`src/rtl/stim_seq_ctrl.sv`:
```
// LCG stimulus sequencer with MISR response compaction for a flat-port fuzz target.
// Optional build macro STIM_SEQ_HOLD_EN adds a `hold` input that freezes the sequencer.
module stim_seq_ctrl #(
    parameter int          IN_W      = 139,
    parameter int          OUT_W     = 159,
    parameter logic [31:0] MISR_POLY = 32'h04C11DB7
) (
    input  logic             clk,
    input  logic             rst_n,
    input  logic             start,
    input  logic [31:0]      seed,
    input  logic [31:0]      cycles,
`ifdef STIM_SEQ_HOLD_EN
    input  logic             hold,
`endif
    output logic [IN_W-1:0]  dut_in,
    input  logic [OUT_W-1:0] dut_out,
    output logic             busy,
    output logic             done,
    output logic [31:0]      vec_count,
    output logic [31:0]      signature
);

    localparam int NCHUNK = (IN_W + 31) / 32;
    localparam int CIW    = $clog2(NCHUNK + 1);

    localparam logic [CIW-1:0] LAST_CHUNK = CIW'(NCHUNK - 1);
    localparam logic [CIW-1:0] DRAIN_LAST = CIW'(NCHUNK);

    localparam logic [2:0] S_IDLE  = 3'd0;
    localparam logic [2:0] S_FILL  = 3'd1;
    localparam logic [2:0] S_APPLY = 3'd2;
    localparam logic [2:0] S_DRAIN = 3'd3;
    localparam logic [2:0] S_DONE  = 3'd4;

    function automatic logic [31:0] lcg(input logic [31:0] x);
        return x * 32'h41C64E6D + 32'h00003039;
    endfunction

    function automatic logic [31:0] misr_step(input logic [31:0] sig, input logic [31:0] f);
        return {sig[30:0], 1'b0} ^ (sig[31] ? MISR_POLY : 32'h00000000) ^ f;
    endfunction

    logic [2:0]      state_r;
    logic [31:0]     rng_r;
    logic [31:0]     cyc_r;
    logic [CIW-1:0]  chunk_idx_r;
    logic [CIW-1:0]  drain_cnt_r;
    logic [IN_W-1:0] shadow_r;
    logic [IN_W-1:0] dut_in_r;
    logic            busy_r;
    logic            done_r;
    logic [31:0]     vec_count_r;
    logic [31:0]     signature_r;

    logic            hold_s;
    logic [31:0]     rng_next_s;
    logic [31:0]     vec_inc_s;
    logic [31:0]     fold_s;

`ifdef STIM_SEQ_HOLD_EN
    assign hold_s = hold;
`else
    assign hold_s = 1'b0;
`endif

    assign rng_next_s = lcg(rng_r);
    assign vec_inc_s  = vec_count_r + 32'd1;

    // XOR-fold the response into one word; the top slice is implicitly zero-padded.
    always_comb begin
        fold_s = 32'h00000000;
        for (int b = 0; b < OUT_W; b++) begin
            fold_s[b % 32] = fold_s[b % 32] ^ dut_out[b];
        end
    end

    // Sequencer FSM: fill shadow chunk by chunk, apply atomically, then drain the last response.
    always_ff @(posedge clk or negedge rst_n) begin
        if (!rst_n) begin
            state_r     <= S_IDLE;
            rng_r       <= 32'h00000000;
            cyc_r       <= 32'h00000000;
            chunk_idx_r <= '0;
            drain_cnt_r <= '0;
            shadow_r    <= '0;
            dut_in_r    <= '0;
            busy_r      <= 1'b0;
            done_r      <= 1'b0;
            vec_count_r <= 32'h00000000;
            signature_r <= 32'hFFFFFFFF;
        end else if (!hold_s) begin
            case (state_r)
                S_IDLE, S_DONE: begin
                    if (start) begin
                        rng_r       <= seed;
                        cyc_r       <= cycles;
                        chunk_idx_r <= '0;
                        vec_count_r <= 32'h00000000;
                        signature_r <= 32'hFFFFFFFF;
                        done_r      <= 1'b0;
                        if (cycles == 32'h00000000) begin
                            done_r  <= 1'b1;
                            state_r <= S_DONE;
                        end else begin
                            busy_r  <= 1'b1;
                            state_r <= S_FILL;
                        end
                    end
                end
                S_FILL: begin
                    rng_r <= rng_next_s;
                    for (int b = 0; b < IN_W; b++) begin
                        if ((b / 32) == int'(chunk_idx_r)) begin
                            shadow_r[b] <= rng_next_s[b % 32];
                        end
                    end
                    if (chunk_idx_r == LAST_CHUNK) begin
                        chunk_idx_r <= '0;
                        state_r     <= S_APPLY;
                    end else begin
                        chunk_idx_r <= chunk_idx_r + CIW'(1);
                    end
                end
                S_APPLY: begin
                    // The response on dut_out belongs to the previous vector, so skip it for the first one.
                    if (vec_count_r != 32'h00000000) begin
                        signature_r <= misr_step(signature_r, fold_s);
                    end
                    dut_in_r    <= shadow_r;
                    vec_count_r <= vec_inc_s;
                    if (vec_inc_s == cyc_r) begin
                        drain_cnt_r <= '0;
                        state_r     <= S_DRAIN;
                    end else begin
                        state_r     <= S_FILL;
                    end
                end
                S_DRAIN: begin
                    if (drain_cnt_r == DRAIN_LAST) begin
                        signature_r <= misr_step(signature_r, fold_s);
                        busy_r      <= 1'b0;
                        done_r      <= 1'b1;
                        state_r     <= S_DONE;
                    end else begin
                        drain_cnt_r <= drain_cnt_r + CIW'(1);
                    end
                end
                default: begin
                    state_r <= S_IDLE;
                end
            endcase
        end
    end

    assign dut_in    = dut_in_r;
    assign busy      = busy_r;
    assign done      = done_r;
    assign vec_count = vec_count_r;
    assign signature = signature_r;

endmodule

```
`config.mk`:
```
export PLATFORM = sky130hd
export DESIGN_NAME = stim_seq_ctrl
export DESIGN_NICKNAME = d
export VERILOG_FILES = /design/src/rtl/stim_seq_ctrl.sv
export SDC_FILE = /design/constraint.sdc
export NUM_CORES = 1
export LEC_CHECK = 0
export CAP_MARGIN = 20
export CORE_MARGIN = 2
export CORE_UTILIZATION = 45
export CTS_CLUSTER_DIAMETER = 120
export DETAILED_ROUTE_END_ITERATION = 16
export GPL_ROUTABILITY_DRIVEN = 0
export PLACE_DENSITY = 0.73
export SYNTH_ARGS = -nofsm -noshare
export SYNTH_HDL_FRONTEND = slang
export SYNTH_SLANG_ARGS = --single-unit
```
`constraint.sdc`:
```
create_clock -name clk -period 9.5 [get_ports clk]
set_clock_uncertainty 0.2 [all_clocks]
set_input_delay 2.375 -clock clk [delete_from_list [all_inputs] [get_ports clk]]
set_output_delay 2.375 -clock clk [all_outputs]
set_load 0.02 [all_outputs]
```
== Yosys cells after proc, flatten, opt, wreduce, memory -nomap -nowiden ==
Index checks and enable logic that the tools add are counted.
Word-level totals
  flip-flop bits (word level): 417
  latch bits: 0
  RAM bits: 0
  bits in read-only memories: 0
  input bits: 226
  output and inout bits: 205
  memories kept: 0
Operators by class
  add/sub/neg operators: 4
  multipliers: 1
  divide/modulo/power cells: 0
  $lt $le $gt $ge: 0
  eq/ne operators: 18
  shift-type cells: 0
  mux-type cells: 29
  bitwise gates (word level): 129
  reduce and logical (&&, ||, !) cells: 23
Operators by type and width (number)
  two-way mux 32 bit: 5
  case mux 32 bit (2 select lines): 2
  bitwise XOR 1 bit: 127
  case mux 32 bit (3 select lines): 1
  adder 32 x 1 -> 32 bit (second input constant): 1
  adder 32 x 14 -> 32 bit (second input constant): 1
  == test 32 bit: 1
  zero test 32 bit: 1
  multiplier 32 x 31 -> 32 bit (second input constant): 1
  nonzero test 32 bit: 1
  bitwise XOR 32 x 27 -> 32 bit: 1
  bitwise XOR 32 bit: 1
  two-way mux 27 bit: 1
  two-way mux 3 bit: 8
  AND reduction 2 bit: 8
  inequality test 2 bit (second input constant): 7
  case mux 3 bit (2 select lines): 2
  case mux 3 bit (4 select lines): 1
  == test 3 bit (first input constant): 3
  == test 3 bit (second input constant): 3
  AND reduction 3 bit: 3
  AND reduction 4 bit: 2
  nonzero test 2 bit: 4
  adder 3 x 1 -> 3 bit (second input constant): 2
  9 further kinds: 17

== Depth between registers and ports, before layout ==
Gate-level depths: netlist of run 1.
  depth after elaboration: 7
  gate-level depth with buffers: 25

== Worst setup path before layout of run 1 ==
Ideal clock, no wire load.
  kind: register -> register
  start point: register rng_r[4]
  end point: register shadow_r[127]
  library setup time: 125 ps
  arrival: 6692 ps
  data required time: 9175 ps
  slack: 2484 ps
  cell stages (with the launch flop): 25
  clock period less this slack: 7016 ps
  cells stage by stage: dfrtp_1 > ha_1 > xor2_1 > ha_1 > or2_2 > fa_1 > inv_1 > fa_1 > fa_1 > inv_1 > ha_1 > inv_1 > fa_1 > fa_1 > inv_1 > ha_1 > clkbuf_1 > and4_1 > a211o_1 > o22a_1 > a221oi_1 > a211oi_1 > a21oi_1 > o311ai_0 > mux2_2
Between the ends
  cells in the longest elaborated chain, start to end: 2
RTL lines
  start, declared: line 45  | logic [31:0] rng_r;
  start signal, assigned: line 112  | rng_r <= rng_next_s;
  multiplier 32 x 31 -> 32 bit: line 37  | return x * 32'h41C64E6D + 32'h00003039;
  adder 32 x 14 -> 32 bit: line 37
  end signal, assigned by index: line 115  | shadow_r[b] <= rng_next_s[b % 32];
  end, declared: line 49  | logic [IN_W-1:0] shadow_r;
Every way passes these cells.
A chain may end at the register's enable or synchronous reset.

== Worst setup path after layout of run 1 ==
  start point: register rng_r[7]
  end point: register shadow_r[127]
Same word-level chain as after synthesis.

==> out/summary.log, run 1 <==
[clock_network] maximum buffer depth of the clock tree 3
[routing] detailed-route vias per instance 5.21
[synth] area leader, netlist sky130_fd_sc_hd__dfrtp_1
[timing] hold slack final 0.264 ns
[timing] final worst-path cycle share 80.8%
[synth] async set or reset register ratio after synthesis 100%
[global_routing] vias in the first global route 22500
[routing] final routed wire length divided by cell count 20.2 µm
[clock_network] TritonCTS clock tree done
[clock_network] number of cells upsized or downsized after cts 0
[synth] share of the yosys chip area belonging to registers 37.5%
[critical_path] longest individual stage delay on the worst path 0.62 ns
[routing] Post-DRT Antenna Nets 0
[critical_path] endpoint required time on the critical path 9.77 ns
[clock_network] clock sink total 417
[synth] #FFs+latches synth 417
[synth] Synth Area per Inst 9.70 µm²
[global_routing] pin count of the biggest net entering global routing 140
[final_layout] layout overhead on the synthesized area 24.2%
[synth] prevailing post-synth register cell sky130_fd_sc_hd__dfrtp_1
[timing] final setup fails 0
[routing] first-pass iteration count of the detailed router 5
[synth] net count after synthesis 3510
[clock_network] clock edge transition at the registers on the reported setup and hold paths 0.06 ns
[place] count of input and output buffers 430
[final_layout] cell area after layout 34700 µm²
[place] Area after DPL 33100 µm²
[flow_run] max-capacitance violation count 0
[critical_path] cell mode on critical path sky130_fd_sc_hd__fa_1
[timing] Slew @ Worst Pin 1.13 ns
[timing] setup total negative slack 0 ns
[place] post-detail-place hpwl 64800 µm
[critical_path] arrival time at the worst endpoint 7.95 ns
[clock_network] TritonCTS buffer count 47
[floorplan] number of rows created at floorplan 91
[routing] violation count after the first detailed-routing iteration 1531
[floorplan] starting density of the core 45.4%
[routing] vias post-DR 21600
[final_layout] # nets final 3901
[timing] unrepaired setup endpoints after global routing false
[global_routing] first-pass GRT wire length 130000 µm
[critical_path] Worst Setup Path Type reg -> reg
[critical_path] sort of element at the start of the critical path flop
[timing] f_max 130 MHz
[synth] top-area cell type share of the netlist area 34.5%
[floorplan] number of top-level pins 431
[clock_network] CTS H-Tree Depth 2
[routing] drt total wl 83800 µm
[synth] number of unique standard cell types used by synthesis 74
[synth] synth top area cells sky130_fd_sc_hd__dfrtp_1, sky130_fd_sc_hd__fa_1, sky130_fd_sc_hd__ha_1
[critical_path] nature of the critical path endpoint flop
[global_routing] Overflow after GRT 0
[clock_network] clock root buffer master sky130_fd_sc_hd__clkbuf_16
[clock_network] number of buffers inserted by post-CTS setup repair 0
[clock_network] count of hold-fix buffers inserted at cts 0
[critical_path] slowest CP cell sky130_fd_sc_hd__dfrtp_1
[global_routing] initial antenna violation count 0
[final_layout] final standard cell utilization of the core 56.4%
[timing] Max-slew headroom 24.3%
[synth] cell count after synthesis 2883
[timing] Final Critical Period 7.68 ns
[critical_path] Worst R2R Setup Slack 1.82 ns
[final_layout] number of antenna diodes 0
[floorplan] floorplan die width 253 µm
[floorplan] die outline area 64100 µm²
[timing] final-report max-slew violation count 0
[critical_path] Max Fanout on Critical Path 10
[clock_network] Skew-Pair Late Insertion Delay 0.60 ns
[global_routing] GRT Total Usage 26.7%
[floorplan] Die H 253 µm
[floorplan] total core area 61600 µm²
[final_layout] ratio of cells with drive above 1 in the final layout 6.71%
[synth] post-synthesis instance area 28000 µm²
[synth] Syn. warnings 0
[critical_path] series of cell instances along the critical path ha_1 -> xor2_1 -> ha_1 -> nand2b_1 -> fa_1 -> inv_1 -> fa_1 -> fa_1 -> fa_1 -> fa_1 -> fa_1 -> inv_1 -> ha_1 -> and4_1 -> a211o_1 -> o22a_1 -> a221oi_1 -> a211oi_1 -> a21oi_1 -> o311ai_1 -> mux2_2
[routing] DRC errors left 0
[synth] EDFF count, synth 0
[hold_path] type of the worst min-delay path reg -> reg
[timing] Fin. Hold Viols 0
[status] result of the run finished clean
==> synth_stat cells (3+ instances only) <==
cell / instances
sky130_fd_sc_hd__nand2_1: 584
sky130_fd_sc_hd__inv_1: 387
sky130_fd_sc_hd__dfrtp_1: 385
sky130_fd_sc_hd__o21ai_0: 253
sky130_fd_sc_hd__xnor2_1: 221
sky130_fd_sc_hd__ha_1: 217
sky130_fd_sc_hd__fa_1: 184
sky130_fd_sc_hd__clkbuf_1: 94
sky130_fd_sc_hd__mux2_2: 58
sky130_fd_sc_hd__xor2_1: 57
sky130_fd_sc_hd__a21oi_1: 47
sky130_fd_sc_hd__nor2_1: 43
sky130_fd_sc_hd__dfstp_2: 32
sky130_fd_sc_hd__a22oi_1: 22
sky130_fd_sc_hd__a21o_1: 20
sky130_fd_sc_hd__nand3_1: 19
sky130_fd_sc_hd__nor4_1: 19
sky130_fd_sc_hd__nand4_1: 17
sky130_fd_sc_hd__o31ai_1: 16
sky130_fd_sc_hd__nor3_1: 15
sky130_fd_sc_hd__and2_1: 14
sky130_fd_sc_hd__and3_1: 14
sky130_fd_sc_hd__mux2i_1: 12
sky130_fd_sc_hd__nand2b_1: 12
sky130_fd_sc_hd__buf_1: 10
sky130_fd_sc_hd__a31oi_1: 9
sky130_fd_sc_hd__a221o_1: 8
sky130_fd_sc_hd__or2_2: 7
sky130_fd_sc_hd__a211o_1: 6
sky130_fd_sc_hd__a211oi_1: 6
sky130_fd_sc_hd__o41ai_1: 6
sky130_fd_sc_hd__buf_6: 5
sky130_fd_sc_hd__nor2b_1: 5
sky130_fd_sc_hd__o211ai_1: 5
sky130_fd_sc_hd__a41o_1: 4
sky130_fd_sc_hd__and4_1: 4
sky130_fd_sc_hd__o21a_1: 4
sky130_fd_sc_hd__a22o_1: 3
sky130_fd_sc_hd__a311oi_1: 3
sky130_fd_sc_hd__nand3_2: 3
sky130_fd_sc_hd__o221ai_1: 3
sky130_fd_sc_hd__o22a_1: 3
sky130_fd_sc_hd__or4_1: 3
==> worst paths after layout <==
| path | endpoint | depth (start not counted) | from |
|---|---|---|---|
| worst min-delay path | dut_in[87] | 2 | shadow_r[87] |
| max in group asynchronous | dut_in[118] | 3 | rst_n |
| worst min register to register | dut_in[87] | 2 | shadow_r[87] |
| min in group asynchronous | cyc_r[1] | 1 | rst_n |
| worst max register to register | shadow_r[127] | 21 | rng_r[7] |
| worst max-delay path | shadow_r[127] | 21 | rng_r[7] |
==> cell usage in the layout (no fill, tap or decap), types with 8 or more instances in the layout <==
cell type                         instances
sky130_fd_sc_hd__a21o_1                  20
sky130_fd_sc_hd__a21oi_1                 47
sky130_fd_sc_hd__o31ai_1                 16
sky130_fd_sc_hd__and2_1                  14
sky130_fd_sc_hd__xnor2_1                221
sky130_fd_sc_hd__o21ai_0                253
sky130_fd_sc_hd__a22oi_1                 22
sky130_fd_sc_hd__buf_4                   25
sky130_fd_sc_hd__fa_1                   184
sky130_fd_sc_hd__dfrtp_1                385
sky130_fd_sc_hd__clkbuf_16               47
sky130_fd_sc_hd__nand4_1                 17
sky130_fd_sc_hd__clkdlybuf4s50_1        429
sky130_fd_sc_hd__nor2_1                  41
sky130_fd_sc_hd__mux2_2                  58
sky130_fd_sc_hd__a31oi_1                  9
sky130_fd_sc_hd__nand3_1                 19
sky130_fd_sc_hd__inv_1                  387
sky130_fd_sc_hd__clkinv_2                 8
sky130_fd_sc_hd__dfstp_2                 32
sky130_fd_sc_hd__nor3_1                  15
sky130_fd_sc_hd__nor4_1                  19
sky130_fd_sc_hd__xor2_1                  57
sky130_fd_sc_hd__nand2b_1                12
sky130_fd_sc_hd__a221o_1                  8
sky130_fd_sc_hd__mux2i_1                 12
sky130_fd_sc_hd__and3_1                  14
sky130_fd_sc_hd__nand2_1                580
sky130_fd_sc_hd__ha_1                   217
==> kinds of logic (layout without fill, tap and decap cells) <==
family,count (synthesis),after routing,synth area share (%)
buffers and inverters,501,928,6.89
and+or+nand+nor,775,775,11.8
AOI/OAI and AO/OA,441,441,9.43
DFF,417,417,37.5
adders and majority gates,401,401,22.9
xor gates and xnor gates,278,278,8.71
muxes,70,70,2.77
==> per-stage QoR <==
step	std cells	worst slack, ns
2_1_floorplan	2883	2.48
3_3_place_gp	4062	2.13
3_5_place_dp	4062	2.00
4_1_cts	4147	1.89
5_1_grt	4147	1.52
6_report	4147	1.82
==> sequential cells by signal, summed over array words and instances, names as in the netlist <==
register	flops
state_r	3
dut_in	139
done	1
cyc_r	32
busy	1
shadow_r	139
chunk_idx_r	3
vec_count	32
signature	32
drain_cnt_r	3
rng_r	32
==> worst max-delay path, delay by kind of cell (launching register included) <==
family / cells / cell delay, ns
AOI/OAI and AO/OA: 6 / 1.69
xor gates and xnor gates: 1 / 0.22
adders and majority gates: 9 / 3.93
buffers and inverters: 2 / 0.09
DFF: 1 / 0.62
muxes: 1 / 0.34
and+or+nand+nor: 2 / 0.44
==> area by class of cell <==
type | instances | area, µm²
sequential | 417 | 10500
timing repair buffer | 456 | 4520
fill | 5386 | 26900
clock buffer | 60 | 1280
clock inverter | 25 | 342
tap | 837 | 1050
inverter | 387 | 1450
multi-input combinational | 1965 | 15600
==> metal layers <==
layer  routed length (µm)  part of all wire [%]  GRT usage (%)  vias to the layer above
li1                     -                     -              -                    10100
met1                33400                    40           33.8                    10600
met3                 6510                   7.8           5.88                      164
met4                 3660                   4.4           10.4                        0
met2                40200                    48           44.6                      822
met5                    0                     0              0                        -
Power of run 1 is left out: the tool's default activity adds up to more than one toggle a clock period on the data nets, which glitch-free logic cannot reach.
==> run 2, diff against run 1 <==
--- a/config.mk
+++ b/config.mk
@@ -11,7 +11,7 @@
 export CTS_CLUSTER_DIAMETER = 120
 export DETAILED_ROUTE_END_ITERATION = 16
 export GPL_ROUTABILITY_DRIVEN = 0
-export PLACE_DENSITY = 0.73
+export PLACE_DENSITY = 0.75
 export SYNTH_ARGS = -nofsm -noshare
 export SYNTH_HDL_FRONTEND = slang
 export SYNTH_SLANG_ARGS = --single-unit
==> constraint.sdc (replaced) <==
create_clock -name clk -period 6.8 [get_ports clk]
set_clock_uncertainty 0.2 [all_clocks]
set_input_delay 1.7 -clock clk [delete_from_list [all_inputs] [get_ports clk]]
set_output_delay 1.7 -clock clk [all_outputs]
set_load 0.02 [all_outputs]
==> out/summary.log, run 2 (synthesis gave the netlist of run 1 again) <==
[status] result of the run finished clean
[timing] unrepaired setup endpoints after global routing true
[final_layout] top library cells by usage in the layout, fill and taps aside sky130_fd_sc_hd__nand2_1, sky130_fd_sc_hd__clkdlybuf4s50_1, sky130_fd_sc_hd__inv_1, sky130_fd_sc_hd__dfrtp_1, sky130_fd_sc_hd__o21ai_0
[timing] f_max 148 MHz [+14%]
[routing] vias post-DR 22200 [+2.7%]
[floorplan] Die H 253 µm [unchanged]
[global_routing] initial antenna violation count 3 [+3]
[timing] hold slack final 0.258 ns [-0.00547 ns]
[final_layout] ratio of cells with drive above 1 in the final layout 12.4% [+5.7 points]
[global_routing] first-pass GRT wire length 131000 µm [+0.31%]
[routing] violation count after the first detailed-routing iteration 1557 [+1.7%]
[global_routing] Overflow after GRT 0 [unchanged]
[floorplan] floorplan die width 253 µm [unchanged]
[timing] setup total negative slack 0 ns [unchanged]
[clock_network] clock sink total 417 [unchanged]
[floorplan] number of rows created at floorplan 91 [unchanged]
[final_layout] layout overhead on the synthesized area 29.3%
[clock_network] Skew-Pair Late Insertion Delay 0.60 ns [about the same]
[critical_path] worst reg-to-reg path cell count 24 [+14%]
[routing] detailed-route vias per instance 5.21 [about the same]
[place] Area after DPL 33800 µm² [+2.1%]
[timing] Fin. Hold Viols 0 [unchanged]
[clock_network] maximum buffer depth of the clock tree 3 [unchanged]
[timing] Final Critical Period 6.74 ns [-0.934 ns]
[global_routing] GRT Total Usage 26.8% [+0.098 points]
[critical_path] Worst R2R Setup Slack 0.06 ns [-1.77 ns]
[timing] Max-slew headroom 28.1% [+3.9 points]
[global_routing] pin count of the biggest net entering global routing 165 [+18%]
[floorplan] starting density of the core 45.4% [unchanged]
[routing] Post-DRT Antenna Nets 0 [unchanged]
[global_routing] vias in the first global route 22700 [+1.1%]
[clock_network] TritonCTS buffer count 47 [unchanged]
[critical_path] Worst Setup Path Type reg -> reg
[final_layout] commonest non-fill, non-tap cell in the layout sky130_fd_sc_hd__nand2_1
[clock_network] clock root buffer master sky130_fd_sc_hd__clkbuf_16
[critical_path] Max Fanout on Critical Path 5 [-5]
[hold_path] origin of the worst min-delay path shadow_r[109]
[routing] final routed wire length divided by cell count 20.1 µm [-0.64%]
[final_layout] # nets final 4006 [+2.7%]
[critical_path] end of the worst register-to-register path rng_r[28]
[critical_path] arrival time at the worst endpoint 6.99 ns [-0.96 ns]
[hold_path] type of the worst min-delay path reg -> reg
[clock_network] TritonCTS clock tree done
[critical_path] nature of the critical path endpoint flop
[critical_path] sort of element at the start of the critical path flop
[clock_network] CTS H-Tree Depth 2 [unchanged]
[timing] Slew @ Worst Pin 1.07 ns [-0.0580 ns]
[final_layout] cell area after layout 36100 µm² [+4.1%]
[hold_path] number of cells on the worst hold path 2 [unchanged]
[place] count of input and output buffers 430 [unchanged]
[floorplan] number of top-level pins 431 [unchanged]
[critical_path] endpoint required time on the critical path 7.05 ns [-2.72 ns]
[floorplan] die outline area 64100 µm² [unchanged]
[routing] first-pass iteration count of the detailed router 5 [unchanged]
[clock_network] clock edge transition at the registers on the reported setup and hold paths 0.06 ns [about the same]
[flow_run] max-capacitance violation count 0 [unchanged]
[final_layout] final standard cell utilization of the core 58.7% [+2.3 points]
[hold_path] Min-Delay Endpoint dut_in[109]
[routing] drt total wl 85500 µm [+2.0%]
[routing] DRC errors left 0 [unchanged]
[critical_path] source of the worst register-to-register timing path rng_r[6]
[floorplan] total core area 61600 µm² [unchanged]
[place] post-detail-place hpwl 65300 µm [+0.63%]
[timing] final-report max-slew violation count 0 [unchanged]
[timing] final worst-path cycle share 99.1% [+18 points]
[timing] final setup fails 0 [unchanged]
[run 2: cell types whose count changed in the layout (fill, tap and decap cells not counted), moves of 9 or more]
cell / delta
sky130_fd_sc_hd__ha_2: +11
sky130_fd_sc_hd__o21ai_0: -20
sky130_fd_sc_hd__a21oi_1: -9
sky130_fd_sc_hd__buf_4: +94
sky130_fd_sc_hd__o21ai_2: +13
sky130_fd_sc_hd__ha_1: -30
sky130_fd_sc_hd__ha_4: +19
[run 2: cell type report]
class	instances	area, µm²
diodes	4	10.0
clock buffers	68	1350
clock inverters	18	201
fillers	5221	25400
inverters	387	1450
multi-input cells	1965	16200
flip-flops and latches	417	10500
well taps	837	1050
repair buffers	561	5390
[run 2: worst max path at each step]
stage	startpoint	endpoint	slack (ns)
5_1_grt	rng_r[6]	shadow_r[123]	-0.20
2_1_floorplan	rng_r[4]	shadow_r[127]	0.03
3_3_place_gp	rng_r[7]	shadow_r[31]	-0.08
4_1_cts	rng_r[6]	rng_r[29]	0.005
6_report	rng_r[6]	rng_r[28]	0.06
3_5_place_dp	rng_r[7]	shadow_r[31]	-0.29
[run 2: per-layer routing]
layer	wire length, µm	track usage [%]	up-vias
met5	57	0	-
met4	4100	12.1	8
met3	6420	5.43	181
met2	41800	45.7	840
met1	33100	32.8	10900
li1	-	-	10300
[run 2: critical path: stages, from the launching register on]
cell and delay (ns):
sky130_fd_sc_hd__dfrtp_2 0.46, sky130_fd_sc_hd__buf_6 0.15, sky130_fd_sc_hd__ha_4 0.18, sky130_fd_sc_hd__xor2_2 0.18
sky130_fd_sc_hd__ha_2 0.17, sky130_fd_sc_hd__a21o_1 0.19, sky130_fd_sc_hd__fa_1 0.54, sky130_fd_sc_hd__inv_1 0.05
sky130_fd_sc_hd__fa_1 0.47, sky130_fd_sc_hd__inv_1 0.05, sky130_fd_sc_hd__fa_1 0.50, sky130_fd_sc_hd__inv_1 0.05
sky130_fd_sc_hd__fa_1 0.45, sky130_fd_sc_hd__fa_1 0.48, sky130_fd_sc_hd__fa_1 0.52, sky130_fd_sc_hd__inv_2 0.05
sky130_fd_sc_hd__ha_4 0.17, sky130_fd_sc_hd__o41ai_4 0.42, sky130_fd_sc_hd__a31oi_4 0.16, sky130_fd_sc_hd__buf_6 0.15
sky130_fd_sc_hd__a2111o_1 0.39, sky130_fd_sc_hd__a31oi_1 0.17, sky130_fd_sc_hd__xor2_1 0.21, sky130_fd_sc_hd__buf_4 0.18
sky130_fd_sc_hd__o21ai_1 0.06
[run 2: timing repair]
item,in CTS,in global routing
buffers inserted,7,13
pin swaps,17,49
gates resized for setup,40,101
setup endpoints to repair,45,59
endpoints found under the hold margin,0,0
hold buffers,0,0
[run 2: metrics by stage]
| stage | setup slack, ns | cells |
|---|---|---|
| detailed placement | -0.294 | 4147 |
| CTS | 0.00550 | 4240 |
| floorplan | 0.0318 | 2883 |
| global route | -0.197 | 4254 |
| finish | 0.0586 | 4257 |
| global placement | -0.0778 | 4147 |
Power of run 2 is left out for the same reason.
